[src/rtl/stopwatch_pkg.sv]
// Shared types and the 7-segment decoder for the stopwatch datapath.
package stopwatch_pkg;

    localparam int NUM_DIGITS = 6;

    typedef logic [3:0] bcd_t;
    // {m1,m0,s1,s0,c1,c0}; element 0 is the rightmost centisecond digit
    typedef bcd_t [NUM_DIGITS-1:0] time_t;

    localparam logic [6:0] SEG_BLANK = 7'b1111111;
    localparam logic [6:0] SEG_ZERO  = 7'b1000000;

    // BCD to active-low {g,f,e,d,c,b,a}; non-decimal codes blank the digit
    function automatic logic [6:0] seg_decode(input bcd_t d);
        logic [6:0] s;
        case (d)
            4'd0:    s = SEG_ZERO;
            4'd1:    s = 7'b1111001;
            4'd2:    s = 7'b0100100;
            4'd3:    s = 7'b0110000;
            4'd4:    s = 7'b0011001;
            4'd5:    s = 7'b0010010;
            4'd6:    s = 7'b0000010;
            4'd7:    s = 7'b1111000;
            4'd8:    s = 7'b0000000;
            4'd9:    s = 7'b0010000;
            default: s = SEG_BLANK;
        endcase
        return s;
    endfunction

endpackage

[src/rtl/stopwatch_timer_digit.sv]
// One BCD digit of the time counter; counts 0..MAX, carry is combinational
// so a whole chain rolls over in a single cycle.
module bcd_digit
    import stopwatch_pkg::*;
#(
    parameter int MAX = 9
) (
    input  logic clk,
    input  logic rst,
    input  logic clr_i,
    input  logic inc_i,
    output bcd_t q_o,
    output logic carry_o
);

    localparam bcd_t MAX_V = bcd_t'(MAX);

    bcd_t q;

    assign carry_o = inc_i && (q == MAX_V);
    assign q_o     = q;

    // digit register: clear wins, otherwise step and wrap at MAX
    always_ff @(posedge clk or posedge rst) begin
        if (rst)
            q <= '0;
        else if (clr_i)
            q <= '0;
        else if (inc_i)
            q <= (q == MAX_V) ? '0 : q + 4'd1;
    end

endmodule

[src/rtl/stopwatch_timer.sv]
// Stopwatch datapath: prescaled BCD mm:ss:cc counter, split/shadow register
// and a multiplexed 6-digit active-low 7-segment driver.
module stopwatch_timer
    import stopwatch_pkg::*;
#(
    parameter int TICK_DIV = 1_000_000,
    parameter int SCAN_DIV = 100_000
) (
    input  logic        clk,
    input  logic        rst,
    input  logic        en_i,
    input  logic        update_i,
    input  logic        clr_i,
    output logic [23:0] time_o,
    output logic        tick_o,
    output logic        wrap_o,
    output logic [5:0]  an_o,
    output logic [6:0]  seg_o,
    output logic        dp_o
);

    localparam int PSC_W = $clog2(TICK_DIV);
    localparam int SCN_W = $clog2(SCAN_DIV);
    localparam logic [PSC_W-1:0] PSC_LAST = PSC_W'(TICK_DIV - 1);
    localparam logic [SCN_W-1:0] SCN_LAST = SCN_W'(SCAN_DIV - 1);

    logic [PSC_W-1:0]    psc;
    logic [SCN_W-1:0]    scan_cnt;
    logic [2:0]          scan_idx;
    logic                tick_now;
    logic [NUM_DIGITS:0] carry;
    time_t               cnt;
    time_t               shadow;

    // clear suppresses the tick so no advance happens on the clearing edge
    assign tick_now = en_i && !clr_i && (psc == PSC_LAST);
    assign carry[0] = tick_now;

    // counter chain c0,c1,s0,s1,m0,m1; tens of seconds/minutes stop at 5
    for (genvar k = 0; k < NUM_DIGITS; k++) begin : g_dig
        localparam int DMAX = (k == 3 || k == 5) ? 5 : 9;
        bcd_digit #(.MAX(DMAX)) u_dig (
            .clk     (clk),
            .rst     (rst),
            .clr_i   (clr_i),
            .inc_i   (carry[k]),
            .q_o     (cnt[k]),
            .carry_o (carry[k+1])
        );
    end

    // prescaler: pausing keeps the partial tick
    always_ff @(posedge clk or posedge rst) begin
        if (rst)
            psc <= '0;
        else if (clr_i)
            psc <= '0;
        else if (en_i)
            psc <= (psc == PSC_LAST) ? '0 : psc + 1'b1;
    end

    // event pulses, aligned with the counter value they report
    always_ff @(posedge clk or posedge rst) begin
        if (rst) begin
            tick_o <= 1'b0;
            wrap_o <= 1'b0;
        end else begin
            tick_o <= tick_now;
            wrap_o <= carry[NUM_DIGITS];
        end
    end

    // shadow copy of the counter; frozen while update_i is low (split view)
    always_ff @(posedge clk or posedge rst) begin
        if (rst)
            shadow <= '0;
        else if (clr_i)
            shadow <= '0;
        else if (update_i)
            shadow <= cnt;
    end

    assign time_o = shadow;

    // free-running digit scan, unaffected by the stopwatch controls
    always_ff @(posedge clk or posedge rst) begin
        if (rst) begin
            scan_cnt <= '0;
            scan_idx <= '0;
        end else if (scan_cnt == SCN_LAST) begin
            scan_cnt <= '0;
            scan_idx <= (scan_idx == 3'd5) ? 3'd0 : scan_idx + 3'd1;
        end else begin
            scan_cnt <= scan_cnt + 1'b1;
        end
    end

    // registered display drive for the currently selected digit
    always_ff @(posedge clk or posedge rst) begin
        if (rst) begin
            an_o  <= 6'b111110;
            seg_o <= SEG_ZERO;
            dp_o  <= 1'b1;
        end else begin
            an_o  <= ~(6'b000001 << scan_idx);
            seg_o <= seg_decode(shadow[scan_idx]);
            dp_o  <= !(scan_idx == 3'd2 || scan_idx == 3'd4);
        end
    end

endmodule

[config.mk]
export PLATFORM = sky130hd
export DESIGN_NAME = stopwatch_timer
export DESIGN_NICKNAME = d
export VERILOG_FILES = /design/src/rtl/stopwatch_pkg.sv /design/src/rtl/stopwatch_timer_digit.sv /design/src/rtl/stopwatch_timer.sv
export SDC_FILE = /design/constraint.sdc
export NUM_CORES = 1
export LEC_CHECK = 0
export BUFFER_PORTS_ARGS = -buffer_cell sky130_fd_sc_hd__buf_2
export CAP_MARGIN = 20
export CORE_MARGIN = 10
export CORE_UTILIZATION = 54
export CTS_CLUSTER_SIZE = 24
export DETAILED_ROUTE_END_ITERATION = 16
export HOLD_SLACK_MARGIN = 0.05
export PLACE_DENSITY = 0.86
export SYNTH_ARGS = -nofsm -noshare
export SYNTH_HDL_FRONTEND = slang
export SYNTH_HIERARCHICAL = 1
export SYNTH_SLANG_ARGS = --single-unit
export TNS_END_PERCENT = 50
[constraint.sdc]
create_clock -name clk -period 3.9 [get_ports clk]
set_input_delay 0.195 -clock clk [delete_from_list [all_inputs] [get_ports clk]]
set_output_delay 0.195 -clock clk [all_outputs]
set_load 0.005 [all_outputs]
# After elaboration in Yosys (flattened, before gate mapping)
# Memories as Yosys holds them, arrays and structs flattened. A register that Yosys moved wholly into a read port is not among the register bits.
# Index checks and enable logic that the tools add are counted.
[op_classes]
shift = 1
n_eq_ne = 11
bitwise_logic = 1
n_reduce_logical = 19
n_lt_le_gt_ge = 1
add_sub_neg = 9
mux = 27
[op_table]
columns = ["cell", "n"]
rows = [
  ["$mux 4", 19],
  ["$mux 20", 3],
  ["$mux 24", 2],
  ["$add 4x1->4 const B", 6],
  ["$add 20x1->20 const B", 1],
  ["$eq 20x20->1 const B", 1],
  ["$add 17x1->17 const B", 1],
  ["$eq 17x17->1 const B", 1],
  ["$mux 17", 1],
  ["$eq 4x4->1 const B", 4],
  ["$reduce_bool 2->1", 8],
  ["$bmux 4 s3", 1],
  ["$eq 4x3->1 const B", 2],
  ["$logic_and 1x1->1", 8],
  ["$eq 3x3->1 const B", 2],
  ["$not 6->6", 1],
  ["$shl 1x3->6 const A", 1],
  ["$lt 3x4->1 const B", 1],
  ["$add 3x1->3 const B", 1],
  ["$eq 3x2->1 const B", 1],
  ["$mux 3", 1],
  ["$logic_not 1->1", 2],
  ["$logic_or 1x1->1", 1],
]
[totals]
register_bits = 97
n_memories = 1
in_bits = 5
mem_bits_ro = 112
wordCells = 89
[mem_list]
columns = ["name", "depth", "width", "read_ports", "rd_clocked_by_memory_dff", "write_ports", "line_no", "source"]
rows = [
  ["(no name shown)", 16, 7, 1, 1, 0, "stopwatch_pkg.sv:16", "case (d)"],
]

# Logic depth before layout (Yosys ltp)
# Gate-level depths: netlist of the first run.
[logic_depth]
ltp_word = 10
ltp_mapped = 18
mapped_depth_nobuf = 17

# Hierarchy
# Netlist of the first run, hierarchy kept.
[modules_own_cells]
columns = ["module", "seq_area_each_um2", "n_inst", "area_per_inst_um2", "cells_per_inst"]
rows = [
  ["stopwatch_timer", 2010.7, 1, 3950.0, 378],
  ["bcd_digit (g_dig[0].u_dig ...)", 100.1, 4, 244.0, 27],
  ["bcd_digit (g_dig[3].u_dig ...)", 100.1, 2, 232.7, 26],
]

# Worst setup path before layout of the first run
# OpenSTA, ideal clock, no wires.
[synth_timing]
kind = "flip-flop to flip-flop"
from = "reg psc[2]"
to = "reg g_dig[5].u_dig.q[3]"
period_less_slack_ns = 3.857
setup_time_ns = 0.073
n_path_buf = 1
t_arrival_ns = 3.784
stages_incl_launch_ff = 19
slack_ns = 0.043
path_cell_list = "dfrtp_1 -> and4_4 -> and3_1 -> buf_2 -> nand3_1 -> nor2_1 -> inv_1 -> nor2_1 -> inv_1 -> nor2_1 -> inv_1 -> nor2_1 -> nand2_1 -> nor2_1 -> inv_1 -> nor2_1 -> nand4_1 -> or3_1 -> a21oi_2"
[synth_between]
elab_chain_cells = 8
[synth_rtl]
columns = ["item", "line_no", "source"]
rows = [
  ["start, declared", "stopwatch_timer.sv:27", "logic [PSC_W-1:0] psc;"],
  ["start signal, assigned", "stopwatch_timer.sv:59", "psc <= (psc == PSC_LAST) ? '0 : psc + 1'b1;"],
  ["$eq 20x20->1", "stopwatch_timer.sv:36", "assign tick_now = en_i && !clr_i && (psc == PSC_LAST);"],
  ["$logic_and 1x1->1", "stopwatch_timer.sv:36", ""],
  ["via carry[0]", "stopwatch_timer.sv:31", "logic [NUM_DIGITS:0] carry;"],
  ["$logic_and 1x1->1", "stopwatch_timer_digit.sv:20", "assign carry_o = inc_i && (q == MAX_V);"],
  ["via carry[1]", "stopwatch_timer.sv:31", ""],
  ["$logic_and 1x1->1", "stopwatch_timer_digit.sv:20", ""],
  ["via carry[2]", "stopwatch_timer.sv:31", ""],
  ["$logic_and 1x1->1", "stopwatch_timer_digit.sv:20", ""],
  ["via carry[3]", "stopwatch_timer.sv:31", ""],
  ["$logic_and 1x1->1", "stopwatch_timer_digit.sv:20", ""],
  ["via carry[4]", "stopwatch_timer.sv:31", ""],
  ["$logic_and 1x1->1", "stopwatch_timer_digit.sv:20", ""],
  ["via carry[5]", "stopwatch_timer.sv:31", ""],
  ["$reduce_bool 2->1 (no source line)", "--", ""],
  ["end signal, assigned", "stopwatch_timer_digit.sv:30", "q <= (q == MAX_V) ? '0 : q + 4'd1;"],
  ["end, declared", "stopwatch_timer_digit.sv:18", "bcd_t q;"],
]
# The timed path passes the listed nets, and every way through them passes these cells.
# A chain may end at the register's enable or synchronous reset.

# Worst setup path after layout of the first run
[layout_timing]
from = "reg psc[12]"
to = "reg g_dig[5].u_dig.q[3]"
# Same word-level chain as after synthesis.

==> flow_metrics.env, run 1 <==
export IMPL_outcome="finished, final reports clean"
export IMPL_use_met1_pct=21.0
export IMPL_synth_top_family_by_area="simple AND/OR/NAND/NOR gates"
export IMPL_grt_max_degree=61
export IMPL_synth_area_leaders="dfrtp_1 45%, mux2i_1 7.1%, ha_1 4.6%"
export IMPL_vias_per_cell=5.75
export IMPL_num_antenna_cells=0
export IMPL_nFillCells=798
export IMPL_max_freq_mhz=288
export IMPL_synth_mux_area_share_pct=7.96
export IMPL_first_pass_iters=6
export IMPL_grt_first_pass_wirelength_um=20200
export IMPL_synthFlopType="dfrtp_1"
export IMPL_synth_top_area_share_pct=45.0
export IMPL_stdcell_area_um2=5970
export IMPL_die_y_um=120
export IMPL_drv_cap=0
export IMPL_synthSimpleGateAreaFrac_pct=21.4
export IMPL_drt_iter0_drc=383
export IMPL_num_vias=4147
export IMPL_cts_root_buf="clkbuf_8"
export IMPL_fin_crit_sh_pct=89.1
export IMPL_dieArea_um2=14400
export IMPL_totalWireLength_um=11800
export IMPL_syn_to_final_growth_pct=10.8
export IMPL_synthDistinctLibCells=61
export IMPL_syn_nets=563
export IMPL_cts_tree="yes"
export IMPL_overflow=0
export IMPL_synth_top_area_cell="dfrtp_1"
export IMPL_syn_area_per_cell_um2=10.0
export IMPL_grtUsageMet2_pct=27.4
export IMPL_pin_count=45
export IMPL_tns_ns=0
export IMPL_slew_viol_final=0
export IMPL_first_global_vias=4131
export IMPL_report_final_setup_viol=0
export IMPL_io_buffers=44
export IMPL_start_util_pct=55.4
export IMPL_nets=608
export IMPL_clock_latency_ns=0.37
export IMPL_dpl_hpwl_um=8460
export IMPL_synth_seq_cells=104
export IMPL_clock_sinks=104
export IMPL_yosysMostFrequentCell="dfrtp_1"
export IMPL_core_um2=9730
export IMPL_ff2ff_setup_slack_ns=0.42
export IMPL_met3_usage_pct=4.31
export IMPL_final_layout_size_suffix_gt1_share_pct=18.0
export IMPL_synth_edf_count=0
export IMPL_cp_end_kind="register"
export IMPL_final_antenna_net_count=0
export IMPL_synth_compound_area_share_pct=11.3
export IMPL_tightest_slew_ns=0.705
export IMPL_clockBufferDepth=2
export IMPL_cp_top_family="simple AND/OR/NAND/NOR gates"
export IMPL_ir_worst_vdd_v=0.000194
export IMPL_crit_buf_inv=4
export IMPL_synthArstFlopShare_pct=100
export IMPL_synth_xor_area_share_pct=2.44
export IMPL_antenna_found_initial=1
export IMPL_htree_levels=3
export IMPL_crit_slowest_cell="dfrtp_1"
export IMPL_placed_area_um2=5750
export IMPL_drcViolationCount=0
export IMPL_preCtsSetupSlack_ns=0.218
export IMPL_cp_start_kind="register"
export IMPL_hold_path_class="input port to register"
export IMPL_netlist_top_cells_count="97 x dfrtp_1, 57 x nand2_1, 54 x nor2_1"
export IMPL_path_class="register to register"
export IMPL_finalCriticalPeriod_ns=3.48
export IMPL_hold_violations=0
export IMPL_cts_setup_buffers=0
export IMPL_synth_fa_ha_area_share_pct=4.64
export IMPL_ys_warn_count=6
export IMPL_cp_cell_sequence="nor4_1 -> and2_1 -> nand3_1 -> nor2_1 -> inv_1 -> nor2_1 -> inv_1 -> nor2_2 -> inv_1 -> nor2_1 -> nand2_1 -> nor2_1 -> inv_1 -> nor2_4 -> nand4_1 -> or3_1 -> a21oi_2"
export IMPL_path_max_fanout=7
export IMPL_leakage_nw=2.72
export IMPL_finalWorstSetupSlack_ns=0.425
export IMPL_grt_usage_pct=16.7
export IMPL_grt_busiest_layer="met2"
export IMPL_die_w_um=120
export IMPL_skew_ns=0.0156
export IMPL_routedWlPerCell_um=16.4
export IMPL_syn_inst=538
export IMPL_core_rowCount=36
export IMPL_synth_seq_area_share_pct=48.4
export IMPL_critical_path_max_stage_delay_ns=0.45
export IMPL_cts_buffers=9
export IMPL_clk_pin_slew_ns=0.10
export IMPL_crit_arrival_ns=3.77
export IMPL_hold_slack_ns=0.224
export IMPL_gp_congestion=0.905
export IMPL_powerDensity_nw_per_um2=309
export IMPL_slew_headroom_pct=51.7
export IMPL_synth_area_um2=5390
export IMPL_cp_required_ns=4.19
==> layout make-up <==
class                   count  area, um^2  area share, %
flip-flops and latches    104        2610           43.7
multi-input cells         384        2590           43.3
inverters                  32         121           2.03
clock buffers               9         124           2.07
well taps                 133         166           2.79
repair buffers             52         283           4.73
clock inverters             7        78.8           1.32
==> metrics by stage <==
step / power [mW] / instances / utilization [%]
floorplan: 1.15 / 538 / -
global placement: 1.17 / 704 / 59.1
detailed placement: 1.17 / 704 / 59.1
CTS: 1.86 / 721 / 61.3
global route: 1.90 / 721 / 61.4
finish: 1.84 / 721 / 61.4
==> worst paths after layout <==
path | cells after the start | startpoint | end
setup / recovery | 17 | psc[12]$_DFFE_PP0P_ | g_dig[5].u_dig/q_o[3]$_DFFE_PP0P_
hold / removal | 3 | en_i | psc[16]$_DFFE_PP0P_
setup reg to reg | 17 | psc[12]$_DFFE_PP0P_ | g_dig[5].u_dig/q_o[3]$_DFFE_PP0P_
hold reg to reg | 1 | scan_cnt[14]$_DFF_PP0_ | scan_cnt[14]$_DFF_PP0_
max in group asynchronous | 4 | rst | an_o[5]$_DFF_PP1_
min in group asynchronous | 3 | rst | g_dig[1].u_dig/q_o[2]$_DFFE_PP0P_
==> tightest hold or removal path: cells and delay by family <==
kind / cells / cell delay [ns]
buffers and inverters: 1 / 0.17
AND/OR/NAND/NOR: 1 / 0.11
AO/OA/AOI/OAI: 1 / 0.07
==> layout by cell type, fill, tap and decap left out, drive strengths merged, types with 2 or more instances in the layout <==
cell type and count:
xnor2 6, clkinv 3, a21oi 38, xor2 9
or2 3, o21a 2, clkinvlp 2, and4b 4
a22o 3, or3 8, nand3b 16, and2 4
and3 8, nor3 5, clkbuf 9, mux2i 38
nand2 62, nor4 3, inv 33, nand2b 9
dfrtp 97, o31ai 2, and4 4, o32ai 2
ha 20, nand3 16, a31oi 13, a31o 2
dfstp 7, buf 51, a21boi 6, nor2 54
o21ai 14, mux2 2, a21o 2, a211o 4
nand4 10, nor4b 2
==> state kept, by name, summed over array words and instances, names as in the netlist <==
signal           count
wrap_o               1
scan_cnt            17
time_o              24
an_o                 6
dp_o                 1
psc                 20
g_dig.u_dig/q_o     24
seg_o                7
scan_idx             3
tick_o               1
==> power breakdown <==
| group | switching [mW] | internal [mW] | leakage, nW | total, mW |
|---|---|---|---|---|
| logic | 0.0519 | 0.0168 | 1.21 | 0.0687 |
| registers | 0.00292 | 1.08 | 1.41 | 1.08 |
| clock network | 0.387 | 0.304 | 0.0977 | 0.691 |
| total | 0.442 | 1.40 | 2.72 | 1.84 |
==> repair_timing <==
action | 4_1_cts | 5_1_grt
hold buffers | 1 | 0
hold endpoints to repair | 62 | 0
endpoints found under the setup margin | 0 | 3
resized for setup | 0 | 4
==> cells by family (layout without fill, tap and decap cells) <==
logic type	Yosys count	in the layout
adders and majority gates	20	20
buffers and inverters	50	100
muxes	41	41
DFF	104	104
and+or+nand+nor	213	213
xor gates and xnor gates	15	15
AOI/OAI and AO/OA	95	95
==> layer usage <==
| layer | part of all wire [%] | vias up |
|---|---|---|
| li1 | - | 1984 |
| met1 | 45 | 2033 |
| met2 | 48 | 108 |
| met3 | 4.8 | 20 |
| met4 | 2.2 | 2 |
| met5 | 0.059 | - |
(Power assumes the default switching activity.)
==> run 2: changes to the inputs <==
- CORE_UTILIZATION: 54 -> 45
- PLACE_DENSITY: 0.86 -> 0.75
==> run 2 against run 1 <==
Against the previous run:
- register-to-register slack worse by 0.09 ns
- non-clock buffer count up 1
- total power up 14%
- global-route usage down 1.9 points
==> flow_metrics.env, run 2 (synthesized netlist as in run 1, its figures left out) <==
export IMPL_outcome="finished, final reports clean"
export IMPL_slew_headroom_pct=46.3
export IMPL_stdcell_area_um2=6110
export IMPL_layout_common_cells="97 x dfrtp_1, 57 x nand2_1, 53 x nor2_1"
export IMPL_rsz0062_at_grt="no"
export IMPL_cts_tree="yes"
export IMPL_report_final_setup_viol=0
export IMPL_drt_iter0_drc=341
export IMPL_instances_no_fill=732
export IMPL_tightest_slew_ns=0.784
export IMPL_seq_area_um2=2610
export IMPL_cts_setup_buffers=0
export IMPL_hold_path_class="input port to register"
export IMPL_combPwrFrac_pct=3.5
export IMPL_hold_violations=0
export IMPL_nFillCells=994
export IMPL_final_common_cell="dfrtp_1"
export IMPL_gp_congestion=0.838
export IMPL_grt_max_degree=61
export IMPL_nets=609
export IMPL_dieArea_um2=16800
export IMPL_pin_count=45
export IMPL_tns_ns=0
export IMPL_fin_crit_sh_pct=91.3
export IMPL_placed_area_um2=5760
export IMPL_final_layout_size_suffix_gt1_share_pct=17.8
export IMPL_syn_to_final_growth_pct=13.3
export IMPL_final_antenna_net_count=0
export IMPL_die_y_um=129
export IMPL_powerDensity_nw_per_um2=343
export IMPL_skew_ns=0.0101
export IMPL_cts_root_buf="clkbuf_16"
export IMPL_start_util_pct=46.6
export IMPL_drv_cap=0
export IMPL_die_w_um=129
export IMPL_drcViolationCount=0
export IMPL_slew_viol_final=0
export IMPL_clockBufferDepth=2
export IMPL_grt_first_pass_wirelength_um=20400
export IMPL_ff2ff_setup_slack_ns=0.34
export IMPL_num_vias=4144
export IMPL_num_antenna_cells=0
export IMPL_clk_pin_slew_ns=0.07
export IMPL_crit_arrival_ns=3.84
export IMPL_path_max_fanout=7
export IMPL_cp_end_kind="register"
export IMPL_p_switching_mw=0.485
export IMPL_htree_levels=3
export IMPL_max_freq_mhz=281
export IMPL_path_class="register to register"
export IMPL_antenna_found_initial=0
export IMPL_cp_required_ns=4.18
export IMPL_ir_worst_vdd_v=0.000235
export IMPL_place_inst=714
export IMPL_postLayoutCoreUtil_pct=52.8
export IMPL_cts_buffers=9
export IMPL_p_sw_share_pct=23.1
export IMPL_first_global_vias=4171
export IMPL_multi_input_area_um2=2580
export IMPL_dpl_hpwl_um=8500
export IMPL_core_rowCount=39
export IMPL_clock_sinks=104
export IMPL_io_buffers=44
export IMPL_vias_per_cell=5.66
export IMPL_grt_usage_pct=14.9
export IMPL_clock_latency_ns=0.35
export IMPL_routedWlPerCell_um=16.4
export IMPL_pwr_share_seq_pct=51.7
export IMPL_first_pass_iters=6
export IMPL_leakage_nw=2.79
export IMPL_finalCriticalPeriod_ns=3.56
export IMPL_totalWireLength_um=12000
export IMPL_core_um2=11600
export IMPL_overflow=0
export IMPL_p_clk_share_pct=44.9
export IMPL_p_int_mw=1.61
export IMPL_cp_start_kind="register"
[run 2: cell types whose count changed in the layout (fill, tap and decap cells not counted), sizes merged]
cell / before / now
inv: 33 / 34
clkinvlp: 2 / 0
clkinv: 3 / 4
buf: 51 / 52
[run 2: cell type report]
type | count | area share, %
clock buffers | 9 | 3.69
clock inverters | 7 | 1.43
inverters | 32 | 1.99
multi-input cells | 384 | 42.2
flip-flops and latches | 104 | 42.8
well taps | 143 | 2.93
repair buffers | 53 | 4.96
[run 2: power groups by stage]
stage | clock (mW) | combinational [mW] | sequential (mW)
after global placement | 0 | 0.0689 | 1.10
after floorplan | 0 | 0.0477 | 1.10
final | 0.941 | 0.0725 | 1.08
after CTS | 0.962 | 0.0720 | 1.08
after detailed placement | 0 | 0.0709 | 1.10
after global routing | 1.01 | 0.0822 | 1.08
[run 2: worst paths after layout]
check | startpoint | cells past startpoint | end
min in group asynchronous | rst | 3 | g_dig[4].u_dig/q_o[2]$_DFFE_PP0P_
hold reg to reg | scan_cnt[4]$_DFF_PP0_ | 1 | scan_cnt[4]$_DFF_PP0_
setup / recovery | psc[2]$_DFFE_PP0P_ | 17 | g_dig[5].u_dig/q_o[3]$_DFFE_PP0P_
max in group asynchronous | rst | 5 | an_o[2]$_DFF_PP1_
hold / removal | en_i | 3 | psc[16]$_DFFE_PP0P_
setup reg to reg | psc[2]$_DFFE_PP0P_ | 17 | g_dig[5].u_dig/q_o[3]$_DFFE_PP0P_
[run 2: metrics by stage]
step / hold slack, ns / setup slack [ns] / power (mW)
after floorplan: -0.0389 / 0.0433 / 1.15
after global placement: 0.185 / 0.393 / 1.17
after detailed placement: 0.187 / 0.276 / 1.18
after CTS: 0.247 / 0.259 / 2.12
after global routing: 0.272 / 0.0294 / 2.18
final: 0.252 / 0.338 / 2.10
[run 2: what timing repair did]
item                                    in CTS  in global routing
hold endpoints to repair                    24                  0
endpoints found under the setup margin       0                  1
hold buffers                                 1                  0
gates resized for setup                      0                  1
[run 2: routing by layer]
metal | global-route usage [%] | vias up | part of all wire [%]
met5 | 0 | - | 0
met4 | 6.35 | 0 | 2.4
met3 | 3.51 | 19 | 4.2
met2 | 24.4 | 98 | 48
met1 | 18.4 | 2040 | 46
li1 | - | 1987 | -
[run 2: worst max-delay path, stage by stage, from the launching register on]
cell and delay [ns]:
dfrtp_1 0.47, and4_4 0.27, and3_1 0.25, nand3_1 0.20, nor2_1 0.19, inv_1 0.08, nor2_1 0.16, inv_1 0.09
nor2_1 0.15, inv_1 0.09, nor2_2 0.24, nand2_1 0.11, nor2_1 0.14, inv_1 0.08, nor2_1 0.34, nand4_1 0.16
or3_1 0.34, a21oi_2 0.11
==> run 3: changes to the inputs <==
- SYNTH_HIERARCHICAL: 1 -> default
==> run 3 against run 2 <==
Against the previous run:
- worst setup slack improved by 0.83 ns
- total power fell by 4.9%
- synthesized area decreased by 2.8%
==> flow_metrics.env, run 3 <==
export IMPL_outcome="finished, final reports clean"
export IMPL_cts_resized=0
export IMPL_die_y_um=128
export IMPL_drcViolationCount=0
export IMPL_cp_cell_sequence="or4b_4 -> nor4_4 -> buf_4 -> nand4_2 -> or4_1 -> a21oi_1"
export IMPL_cp_top_family="simple AND/OR/NAND/NOR gates"
export IMPL_drv_cap=0
export IMPL_finalWorstSetupSlack_ns=1.17
export IMPL_layout_common_cells="97 x dfrtp_1, 64 x nor2_1, 44 x buf_2"
export IMPL_multi_input_area_um2=2480
export IMPL_hold_slack_ns=0.0411
export IMPL_path_max_fanout=15
export IMPL_synth_seq_area_share_pct=49.8
export IMPL_gp_congestion=0.875
export IMPL_grt_usage_pct=14.7
export IMPL_crit_slowest_cell="or4b_4"
export IMPL_stdcell_area_um2=5860
export IMPL_syn_to_final_growth_pct=11.8
export IMPL_holdBufCountCts=0
export IMPL_drt_iter0_drc=373
export IMPL_final_antenna_net_count=0
export IMPL_synthDistinctLibCells=56
export IMPL_tns_ns=0
export IMPL_first_global_vias=3952
export IMPL_num_antenna_cells=0
export IMPL_overflow=0
export IMPL_synthArstFlopShare_pct=100
export IMPL_final_common_cell="dfrtp_1"
export IMPL_pin_count=45
export IMPL_ys_warn_count=0
export IMPL_crit_arrival_ns=2.98
export IMPL_netlist_top_cells_count="97 x dfrtp_1, 64 x nor2_1, 43 x nand2_1"
export IMPL_instances_no_fill=706
export IMPL_combPwrFrac_pct=3.0
export IMPL_synth_top_area_cell="dfrtp_1"
export IMPL_vias_per_cell=5.76
export IMPL_pwr_share_seq_pct=54.3
export IMPL_io_buffers=44
export IMPL_finalPower_mw=1.99
export IMPL_p_int_mw=1.56
export IMPL_nFillCells=1056
export IMPL_dpl_hpwl_um=8250
export IMPL_antenna_found_initial=0
export IMPL_clock_sinks=104
export IMPL_fin_crit_sh_pct=69.9
export IMPL_path_class="register to register"
export IMPL_clockBufferDepth=2
export IMPL_first_pass_iters=5
export IMPL_final_layout_size_suffix_gt1_share_pct=13.7
export IMPL_cts_buffers=9
export IMPL_place_inst=690
export IMPL_synth_top_area_share_pct=46.3
export IMPL_syn_inst=522
export IMPL_routedWlPerCell_um=16.6
export IMPL_preCtsSetupSlack_ns=1.23
export IMPL_syn_area_per_cell_um2=10.0
export IMPL_start_util_pct=45.9
export IMPL_core_rowCount=39
export IMPL_synth_area_leaders="dfrtp_1 46%, mux2i_1 7.3%, nor2_1 4.6%"
export IMPL_synthFlopType="dfrtp_1"
export IMPL_clk_pin_slew_ns=0.07
export IMPL_syn_nets=543
export IMPL_cp_required_ns=4.16
export IMPL_num_vias=4066
export IMPL_cp_start_kind="register"
export IMPL_grt_first_pass_wirelength_um=19700
export IMPL_htree_levels=3
export IMPL_cts_tree="yes"
export IMPL_ir_worst_vdd_v=0.000222
export IMPL_p_clk_share_pct=42.7
export IMPL_cp_end_kind="register"
export IMPL_synth_edf_count=0
export IMPL_leakage_nw=2.74
export IMPL_cts_setup_buffers=0
export IMPL_core_um2=11400
export IMPL_powerDensity_nw_per_um2=340
export IMPL_skew_ns=0.00758
export IMPL_max_freq_mhz=367
export IMPL_crit_buf_inv=1
export IMPL_yosysMostFrequentCell="dfrtp_1"
export IMPL_p_switching_mw=0.433
export IMPL_synth_seq_cells=104
export IMPL_p_sw_share_pct=21.7
export IMPL_rsz0062_at_grt="no"
export IMPL_postLayoutCoreUtil_pct=51.3
export IMPL_finalCriticalPeriod_ns=2.73
export IMPL_hold_violations=0
export IMPL_grt_max_degree=75
export IMPL_die_w_um=128
export IMPL_slew_viol_final=0
export IMPL_placed_area_um2=5580
export IMPL_slew_headroom_pct=30.1
export IMPL_tightest_slew_ns=1.05
export IMPL_dieArea_um2=16400
export IMPL_cts_root_buf="clkbuf_16"
export IMPL_seq_area_um2=2610
export IMPL_clock_latency_ns=0.35
export IMPL_report_final_setup_viol=0
export IMPL_nets=579
export IMPL_critical_path_max_stage_delay_ns=0.60
export IMPL_totalWireLength_um=11700
export IMPL_synth_area_um2=5240
export IMPL_hold_path_class="input port to async pin"
[run 3: power by group through the flow]
stage	Combinational [mW]	Clock, mW	Sequential, mW
2_1_floorplan	0.0444	0	1.10
3_3_place_gp	0.0601	0	1.10
3_5_place_dp	0.0614	0	1.10
4_1_cts	0.0615	0.880	1.08
5_1_grt	0.0679	0.920	1.08
6_report	0.0596	0.852	1.08
[run 3: cell type report]
class                   instances  area share [%]
flip-flops and latches        104            44.6
multi-input cells             378            42.3
clock buffers                  12            4.38
repair buffers                 46            4.01
well taps                     143            3.05
inverters                      19            1.26
clock inverters                 4           0.470
[run 3: layer usage]
layer / share of wire [%] / track usage, %
met2: 49 / 24.3
met1: 44 / 18.1
met3: 4.5 / 2.81
met4: 2.1 / 6.95
met5: 0 / 0
[run 3: worst paths after layout]
check,from,endpoint,slack (ns),cells after the start
setup / recovery,psc[7]$_DFFE_PP0P_,g_dig[4].u_dig.q_o[2]$_DFFE_PP0P_,1.17,6
hold / removal,rst,time_o[1]$_DFFE_PP0P_,0.04,2
setup reg to reg,psc[7]$_DFFE_PP0P_,g_dig[4].u_dig.q_o[2]$_DFFE_PP0P_,1.17,6
hold reg to reg,scan_cnt[0]$_DFF_PP0_,scan_cnt[0]$_DFF_PP0_,0.49,1
max in group asynchronous,rst,an_o[5]$_DFF_PP1_,2.88,3
min in group clk,en_i,g_dig[0].u_dig.q_o[2]$_DFFE_PP0P_,0.27,4
[run 3: kinds of logic after synthesis]
kind of cell,Yosys count,synth area share (%)
compound gates,74,8.85
xor+xnor,27,4.51
fa+ha+maj,16,3.82
buf+inv,40,2.96
flops,104,49.8
mux,43,8.76
simple gates,218,21.3
[run 3: worst reg2reg max path, stage by stage, from the launching register on]
cell and delay, ns:
dfrtp_1 0.47, or4b_4 0.60, nor4_4 0.27, buf_4 0.24, nand4_2 0.33, or4_1 0.59, a21oi_1 0.16
